===== src/rtl/weight_rom_streamer.sv =====
// Reloadable DEPTH x WIDTH weight table streamed out as a registered
// valid/ready sequence, repeated for a programmable number of passes.
module weight_rom_streamer #(
    parameter int WIDTH = 24,
    parameter int DEPTH = 6,
    parameter logic [DEPTH*WIDTH-1:0] INIT_DATA = {
        24'hE87F7F, 24'h7FD6B5, 24'h10D3E8,
        24'hE87F7F, 24'h7FD6B5, 24'h10D3E8
    },
    parameter int PASS_W = 8,
    localparam int AW = (DEPTH > 2) ? $clog2(DEPTH) : 1
) (
    input  logic              clk,
    input  logic              rst,
    input  logic              start,
    input  logic [PASS_W-1:0] passes,
    input  logic              wr_en,
    input  logic [AW-1:0]     wr_addr,
    input  logic [WIDTH-1:0]  wr_data,
    output logic              m_valid,
    input  logic              m_ready,
    output logic [WIDTH-1:0]  m_data,
    output logic [AW-1:0]     m_addr,
    output logic              m_pass_last,
    output logic              m_last,
    output logic              busy,
    output logic              done
);

    localparam logic [AW-1:0] LAST_A = AW'(DEPTH - 1);

    typedef enum logic {IDLE, STREAM} state_t;

    state_t            state, state_nx;
    logic [WIDTH-1:0]  mem [DEPTH];
    logic [PASS_W-1:0] rem;
    logic [PASS_W-1:0] ld_rem;
    logic [AW-1:0]     ld_addr;
    logic              load;
    logic              fin;
    logic              hs;

    assign hs = m_valid & m_ready;

    always_ff @(posedge clk) begin
        if (rst) begin
            for (int i = 0; i < DEPTH; i++)
                mem[i] <= INIT_DATA[i*WIDTH +: WIDTH];
        end else if (wr_en && (int'(wr_addr) < DEPTH)) begin
            mem[wr_addr] <= wr_data;
        end
    end

    always_ff @(posedge clk) begin
        if (rst) state <= IDLE;
        else     state <= state_nx;
    end

    always_comb begin
        state_nx = state;
        load     = 1'b0;
        fin      = 1'b0;
        ld_addr  = '0;
        ld_rem   = rem;
        unique case (state)
            IDLE: begin
                if (start) begin
                    state_nx = STREAM;
                    load     = 1'b1;
                    ld_rem   = (passes == '0) ? PASS_W'(1) : passes;
                end
            end
            STREAM: begin
                if (hs) begin
                    if (m_last) begin
                        state_nx = IDLE;
                        fin      = 1'b1;
                    end else begin
                        load = 1'b1;
                        if (m_pass_last) begin
                            ld_addr = '0;
                            ld_rem  = rem - PASS_W'(1);
                        end else begin
                            ld_addr = m_addr + AW'(1);
                        end
                    end
                end
            end
            default: state_nx = IDLE;
        endcase
    end

    // Output register samples the table before any same-edge write lands.
    always_ff @(posedge clk) begin
        if (rst) begin
            m_valid     <= 1'b0;
            m_data      <= '0;
            m_addr      <= '0;
            m_pass_last <= 1'b0;
            m_last      <= 1'b0;
            busy        <= 1'b0;
            done        <= 1'b0;
            rem         <= '0;
        end else begin
            done <= fin;
            if (load) begin
                m_valid     <= 1'b1;
                m_data      <= mem[ld_addr];
                m_addr      <= ld_addr;
                m_pass_last <= (ld_addr == LAST_A);
                m_last      <= (ld_addr == LAST_A) && (ld_rem == PASS_W'(1));
                rem         <= ld_rem;
                busy        <= 1'b1;
            end else if (fin) begin
                m_valid     <= 1'b0;
                m_pass_last <= 1'b0;
                m_last      <= 1'b0;
                busy        <= 1'b0;
            end
        end
    end

endmodule

===== config.mk =====
export PLATFORM = sky130hd
export DESIGN_NAME = weight_rom_streamer
export DESIGN_NICKNAME = d
export VERILOG_FILES = /design/src/rtl/weight_rom_streamer.sv
export SDC_FILE = /design/constraint.sdc
export NUM_CORES = 1
export LEC_CHECK = 0
export ABC_CLOCK_PERIOD_IN_PS = 4830
export CORE_ASPECT_RATIO = 2
export CORE_MARGIN = 1
export CORE_UTILIZATION = 63
export DETAILED_ROUTE_END_ITERATION = 10
export PLACE_DENSITY = 0.85
export SYNTH_ARGS = -nofsm -noshare
export SYNTH_HDL_FRONTEND = slang
export SYNTH_SLANG_ARGS = --single-unit

===== constraint.sdc =====
create_clock -name clk -period 4.83 [get_ports clk]
set_input_delay 1.2075 -clock clk [delete_from_list [all_inputs] [get_ports clk]]
set_output_delay 1.2075 -clock clk [all_outputs]
set_load 0.03 [all_outputs]

==> flow_metrics.env, run 1 <==
export IMPL_status="finished clean"
export IMPL_first_pass_iters=6
export IMPL_finish_net_count=982
export IMPL_antenna_left=0
export IMPL_grt_pass1_wl_um=40000
export IMPL_synthFlopType="edfxtp_1"
export IMPL_drt_initial_drc_count=792
export IMPL_vias_per_cell=6.41
export IMPL_layout_common_cells="192 x edfxtp_1, 126 x nor2_1, 96 x nand2_1, 70 x clkdlybuf4s50_1, 50 x o21ai_0"
export IMPL_rsz0062_at_grt="no"
export IMPL_hpwlAfterDp_um=16400
export IMPL_critPathBufInv=2
export IMPL_area_growth_pct=15.7
export IMPL_cts_sinks=232
export IMPL_p_switching_mw=0.991
export IMPL_min_period_ns=3.48
export IMPL_ios=72
export IMPL_crit_path_max_incr_delay_ns=0.57
export IMPL_p_leak_nw=3.92
export IMPL_synth_avg_cell_area_um2=12.1
export IMPL_timing_fmax_mhz=287
export IMPL_fin_worst_skew_ns=0.0202
export IMPL_die_width_um=91.7
export IMPL_wl_per_cell_um=23.1
export IMPL_crit_arrival_ns=3.66
export IMPL_gp_congestion=0.795
export IMPL_cp_end_kind="flip-flop"
export IMPL_dp_cells=1120
export IMPL_drive_gt1_share_pct=8.92
export IMPL_synth_edff_count=192
export IMPL_post_cts_resize_count=0
export IMPL_worstPathCellList="clkdlybuf4s50_1 -> or2b_1 -> or2_2 -> or3_1 -> nand2b_1 -> buf_4"
export IMPL_final_common_cell="edfxtp_1"
export IMPL_cts_setup_buffers=0
export IMPL_p_comb_share_pct=9.2
export IMPL_maxSlewViolCount=0
export IMPL_initial_core_util_pct=64.3
export IMPL_clk_latency_ns=0.50
export IMPL_drcViolationCount=0
export IMPL_postCtsHoldBufs=0
export IMPL_worst_slew_pin_slew_ns=0.936
export IMPL_cts_buffers=19
export IMPL_clkSlewWorstSetupHoldPaths_ns=0.07
export IMPL_core_um2=15800
export IMPL_setup_viol=0
export IMPL_critPathTopFamily="simple AND/OR/NAND/NOR gates"
export IMPL_wirelength_um=26600
export IMPL_relSlewSlack_pct=37.6
export IMPL_powerDensity_nw_per_um2=358
export IMPL_cts_root_buf="clkbuf_16"
export IMPL_rows=65
export IMPL_crit_slowest_cell="or3_1"
export IMPL_synthArstFlopShare_pct=0
export IMPL_synth_seq_cells=232
export IMPL_power_total_mw=4.20
export IMPL_grt_usage_pct=32.4
export IMPL_place_ws_ns=0.867
export IMPL_cts_max_path_buffers=3
export IMPL_hold_class="flip-flop to flip-flop"
export IMPL_peakVddDrop_mv=0.389
export IMPL_io_buffers=71
export IMPL_layout_setup_ws_ns=1.35
export IMPL_overflow=0
export IMPL_grt_pass1_vias=7451
export IMPL_pwr_share_seq_pct=56.5
export IMPL_syn_area_um2=10100
export IMPL_fp_dieH_um=181
export IMPL_internal_power_mw=3.21
export IMPL_cp_max_fo=16
export IMPL_htreeDepth=1
export IMPL_yosysWarnings=0
export IMPL_fin_cells=1154
export IMPL_seq_area_frac_synth_pct=64.8
export IMPL_die_area_um2=16600
export IMPL_ys_types=55
export IMPL_maxCapViolCount=0
export IMPL_postSynthCellCount=836
export IMPL_hold_worst_slack_ns=0.530
export IMPL_tns_ns=0
export IMPL_grt_max_degree=47
export IMPL_critPathRequiredTime_ns=5.00
export IMPL_hold_viol=0
export IMPL_antenna_found_initial=0
export IMPL_finalCritPeriodShare_pct=72.2
export IMPL_crit_type="input pin to flip-flop"
export IMPL_via_count=7396
export IMPL_antenna_cells=0
export IMPL_sw_frac_of_total_pct=23.6
export IMPL_cts_tree="yes"
export IMPL_cp_start_kind="input pin"
export IMPL_clock_power_share_pct=34.4
## registers in the layout, indices dropped and copies added, names as in the netlist
| signal | cells |
|---|---|
| mem | 192 |
| m_data | 24 |
| rem | 8 |
| m_addr | 3 |
| busy | 1 |
| done | 1 |
| m_last | 1 |
| m_pass_last | 1 |
| state | 1 |
## layer usage
| layer | GRT usage [%] | part of all wire (%) | wire length, µm |
|---|---|---|---|
| met4 | 18.8 | 5.2 | 1380 |
| met2 | 59.8 | 55 | 14500 |
| met1 | 35.1 | 32 | 8450 |
| met3 | 4.06 | 8.5 | 2260 |
| met5 | 0 | 0 | 0 |
## synth_stat cells, drive strengths merged (3+ instances only)
master	instances	area share (%)
nor2	127	4.7
o21ai	52	2.6
nand2	97	3.6
nand3	8	0.39
a21oi	35	1.7
clkbuf	31	1.1
inv	28	1.0
nor3	6	0.35
nor2b	4	0.32
a211oi	4	0.42
buf	24	1.5
or2b	3	0.22
and2	9	0.56
dfxtp	40	7.9
o221ai	48	4.4
nand2b	20	1.2
and3	3	0.19
a2111oi	24	3.3
mux2i	48	4.7
nor4	3	0.25
edfxtp	192	57
or3	3	0.19
## kinds of logic (layout without fill, tap and decap cells)
| logic type | after synthesis | count (layout) | synth area share, % |
|---|---|---|---|
| simple gates | 294 | 294 | 12.9 |
| flops | 232 | 232 | 64.8 |
| compound gates | 174 | 174 | 13.3 |
| buf+inv | 83 | 153 | 3.73 |
| mux | 48 | 48 | 4.74 |
| fa+ha+maj | 2 | 2 | 0.247 |
| xor+xnor | 2 | 2 | 0.247 |
| other cells | 1 | 48 | 0.0370 |
## area by class of cell
cell class / instances / area (µm²)
well taps: 201 / 251
inverters: 28 / 105
flip-flops and latches: 232 / 6570
clock buffers: 27 / 526
repair buffers: 91 / 856
multi-input cells: 568 / 3390
clock inverters: 7 / 37.5
fillers: 1039 / 4040
## tightest hold or removal path: cells and delay by family (launching register included)
family          cells  cell delay, ns
compound gates      1            0.06
flops               1            0.33
simple gates        1            0.10
## path summary, 6_finish.rpt
kind	to	from	depth (start not counted)	slack, ns
max reg2reg	m_data[0]	m_addr[1]	8	1.88
min	m_data[15]	m_data[15]	2	0.53
min reg2reg	m_data[15]	m_data[15]	2	0.53
max	mem[0][23]	wr_en	6	1.35
## power groups by stage
stage / clock network [mW] / logic, mW / registers, mW
6_report: 1.44 / 0.385 / 2.37
5_1_grt: 1.51 / 0.409 / 2.38
4_1_cts: 1.44 / 0.381 / 2.37
3_5_place_dp: 0 / 0.376 / 2.41
3_3_place_gp: 0 / 0.364 / 2.41
2_1_floorplan: 0 / 0.192 / 2.42
## stage by stage
step	utilization, %	instance area [µm²]
6_report	74.4	11700
5_1_grt	74.4	11700
4_1_cts	74.4	11700
3_5_place_dp	70.8	11200
3_3_place_gp	70.8	11200
2_1_floorplan	-	10300
(Power assumes the default switching activity.)
==> run 2, diff against run 1 <==
==> config.mk (replaced) <==
export PLATFORM = sky130hd
export DESIGN_NAME = weight_rom_streamer
export DESIGN_NICKNAME = d
export VERILOG_FILES = /design/src/rtl/weight_rom_streamer.sv
export SDC_FILE = /design/constraint.sdc
export NUM_CORES = 1
export LEC_CHECK = 0
export ABC_CLOCK_PERIOD_IN_PS = 3250
export CORE_ASPECT_RATIO = 2
export CORE_MARGIN = 1
export CORE_UTILIZATION = 59
export DETAILED_ROUTE_END_ITERATION = 10
export PLACE_DENSITY = 0.8
export SYNTH_ARGS = -nofsm -noshare
export SYNTH_HDL_FRONTEND = slang
export SYNTH_SLANG_ARGS = --single-unit
==> constraint.sdc (replaced) <==
create_clock -name clk -period 3.25 [get_ports clk]
set_input_delay 0.8125 -clock clk [delete_from_list [all_inputs] [get_ports clk]]
set_output_delay 0.8125 -clock clk [all_outputs]
set_load 0.03 [all_outputs]
==> flow_metrics.env, run 2 (same netlist as run 1, synthesis figures left out) <==
export IMPL_antenna_left=0
export IMPL_hold_worst_slack_ns=0.516
export IMPL_sw_frac_of_total_pct=22.5
export IMPL_fp_dieH_um=187
export IMPL_relSlewSlack_pct=29.8
export IMPL_status="finished clean"
export IMPL_wl_per_cell_um=21.6
export IMPL_core_um2=16800
export IMPL_htreeDepth=1
export IMPL_first_pass_iters=6
export IMPL_internal_power_mw=5.07
export IMPL_overflow=0
export IMPL_fin_util_pct=72.2
export IMPL_finish_net_count=1004
export IMPL_cts_tree="yes"
export IMPL_worst_slew_pin_slew_ns=1.05
export IMPL_cts_setup_buffers=0
export IMPL_critPathTopFamily="buffers and inverters"
export IMPL_fin_cells=1182
export IMPL_rows=67
export IMPL_die_area_um2=17700
export IMPL_maxSlewViolCount=0
export IMPL_p_switching_mw=1.48
export IMPL_grt_max_degree=76
export IMPL_cts_buffers=20
export IMPL_crit_slowest_cell="clkdlybuf4s50_1"
export IMPL_p_comb_share_pct=9.1
export IMPL_initial_core_util_pct=60.5
export IMPL_finalCritPeriodShare_pct=87.3
export IMPL_fillers=1166
export IMPL_worstPathCellList="clkdlybuf4s50_1"
export IMPL_post_cts_resize_count=0
export IMPL_reg_top3="mem (192), m_data (24), rem (8)"
export IMPL_hold_class="flip-flop to flip-flop"
export IMPL_via_count=7300
export IMPL_hpwlAfterDp_um=16300
export IMPL_min_period_ns=2.84
export IMPL_timing_fmax_mhz=353
export IMPL_cts_root_buf="clkbuf_16"
export IMPL_ios=72
export IMPL_crit_type="flip-flop to output pin"
export IMPL_gp_congestion=0.811
export IMPL_grt_pass1_wl_um=39700
export IMPL_layout_common_cells="192 x edfxtp_1, 126 x nor2_1, 96 x nand2_1, 70 x clkdlybuf4s50_1, 50 x o21ai_0"
export IMPL_largest_register="mem"
export IMPL_crit_path_max_incr_delay_ns=0.79
export IMPL_fin_worst_skew_ns=0.0109
export IMPL_clkSlewWorstSetupHoldPaths_ns=0.07
export IMPL_maxCapViolCount=0
export IMPL_tns_ns=0
export IMPL_drcViolationCount=0
export IMPL_wirelength_um=25500
export IMPL_powerDensity_nw_per_um2=541
export IMPL_io_buffers=71
export IMPL_grt_pass1_vias=7577
export IMPL_clk_latency_ns=0.50
export IMPL_peakVddDrop_mv=0.548
export IMPL_critPathRequiredTime_ns=2.44
export IMPL_layout_setup_ws_ns=0.414
export IMPL_setup_viol=0
export IMPL_cp_start_kind="flip-flop"
export IMPL_place_ws_ns=0.190
export IMPL_cts_sinks=232
export IMPL_drive_gt1_share_pct=11.4
export IMPL_postCtsHoldBufs=0
export IMPL_drt_initial_drc_count=612
export IMPL_critPathBufInv=1
export IMPL_clock_power_share_pct=37.2
export IMPL_antenna_found_initial=0
export IMPL_cp_end_kind="output pin"
export IMPL_rsz0062_at_grt="no"
export IMPL_largest_register_ffs=192
export IMPL_cp_max_fo=12
export IMPL_hold_viol=0
export IMPL_crit_arrival_ns=2.02
export IMPL_cts_max_path_buffers=3
export IMPL_area_growth_pct=19.4
export IMPL_pwr_share_seq_pct=53.7
export IMPL_final_common_cell="edfxtp_1"
export IMPL_dp_cells=1147
export IMPL_antenna_cells=0
export IMPL_p_leak_nw=4.10
export IMPL_vias_per_cell=6.18
export IMPL_die_width_um=94.7
export IMPL_grt_usage_pct=30.1
run 2: final cells by class:
| class | count | area, µm² | share of cell area, % |
|---|---|---|---|
| sequential | 232 | 6570 | 54.3 |
| multi-input combinational | 568 | 3390 | 28.0 |
| timing repair buffer | 112 | 1100 | 9.10 |
| clock buffer | 27 | 578 | 4.78 |
| tap | 207 | 259 | 2.14 |
| inverter | 28 | 105 | 0.868 |
| clock inverter | 8 | 98.8 | 0.817 |
run 2: worst paths after layout:
| path | startpoint | to | slack [ns] | cells past startpoint |
|---|---|---|---|---|
| worst max-delay path | m_pass_last | m_pass_last | 0.41 | 1 |
| worst min-delay path | m_data[12] | m_data[12] | 0.52 | 2 |
| worst max register to register | m_addr[0] | m_data[14] | 0.76 | 8 |
| worst min register to register | m_data[12] | m_data[12] | 0.52 | 2 |
run 2: power by group through the flow:
stage / registers [mW] / clock network, mW / logic (mW)
floorplan: 3.60 / 0 / 0.286
global placement: 3.57 / 0 / 0.574
detailed placement: 3.58 / 0 / 0.585
CTS: 3.52 / 2.46 / 0.589
global route: 3.54 / 2.57 / 0.638
finish: 3.52 / 2.44 / 0.593
run 2: routing by layer:
layer / track usage (%) / part of all wire [%]
met2: 52.7 / 53
met4: 18.0 / 5.8
met3: 4.76 / 7.9
met1: 33.5 / 33
met5: 0 / 0
run 2: per-stage QoR:
stage / power [mW] / cell area, µm²
floorplan: 3.89 / 10300
global placement: 4.15 / 11400
detailed placement: 4.17 / 11400
CTS: 6.57 / 12100
global route: 6.74 / 12100
finish: 6.55 / 12100
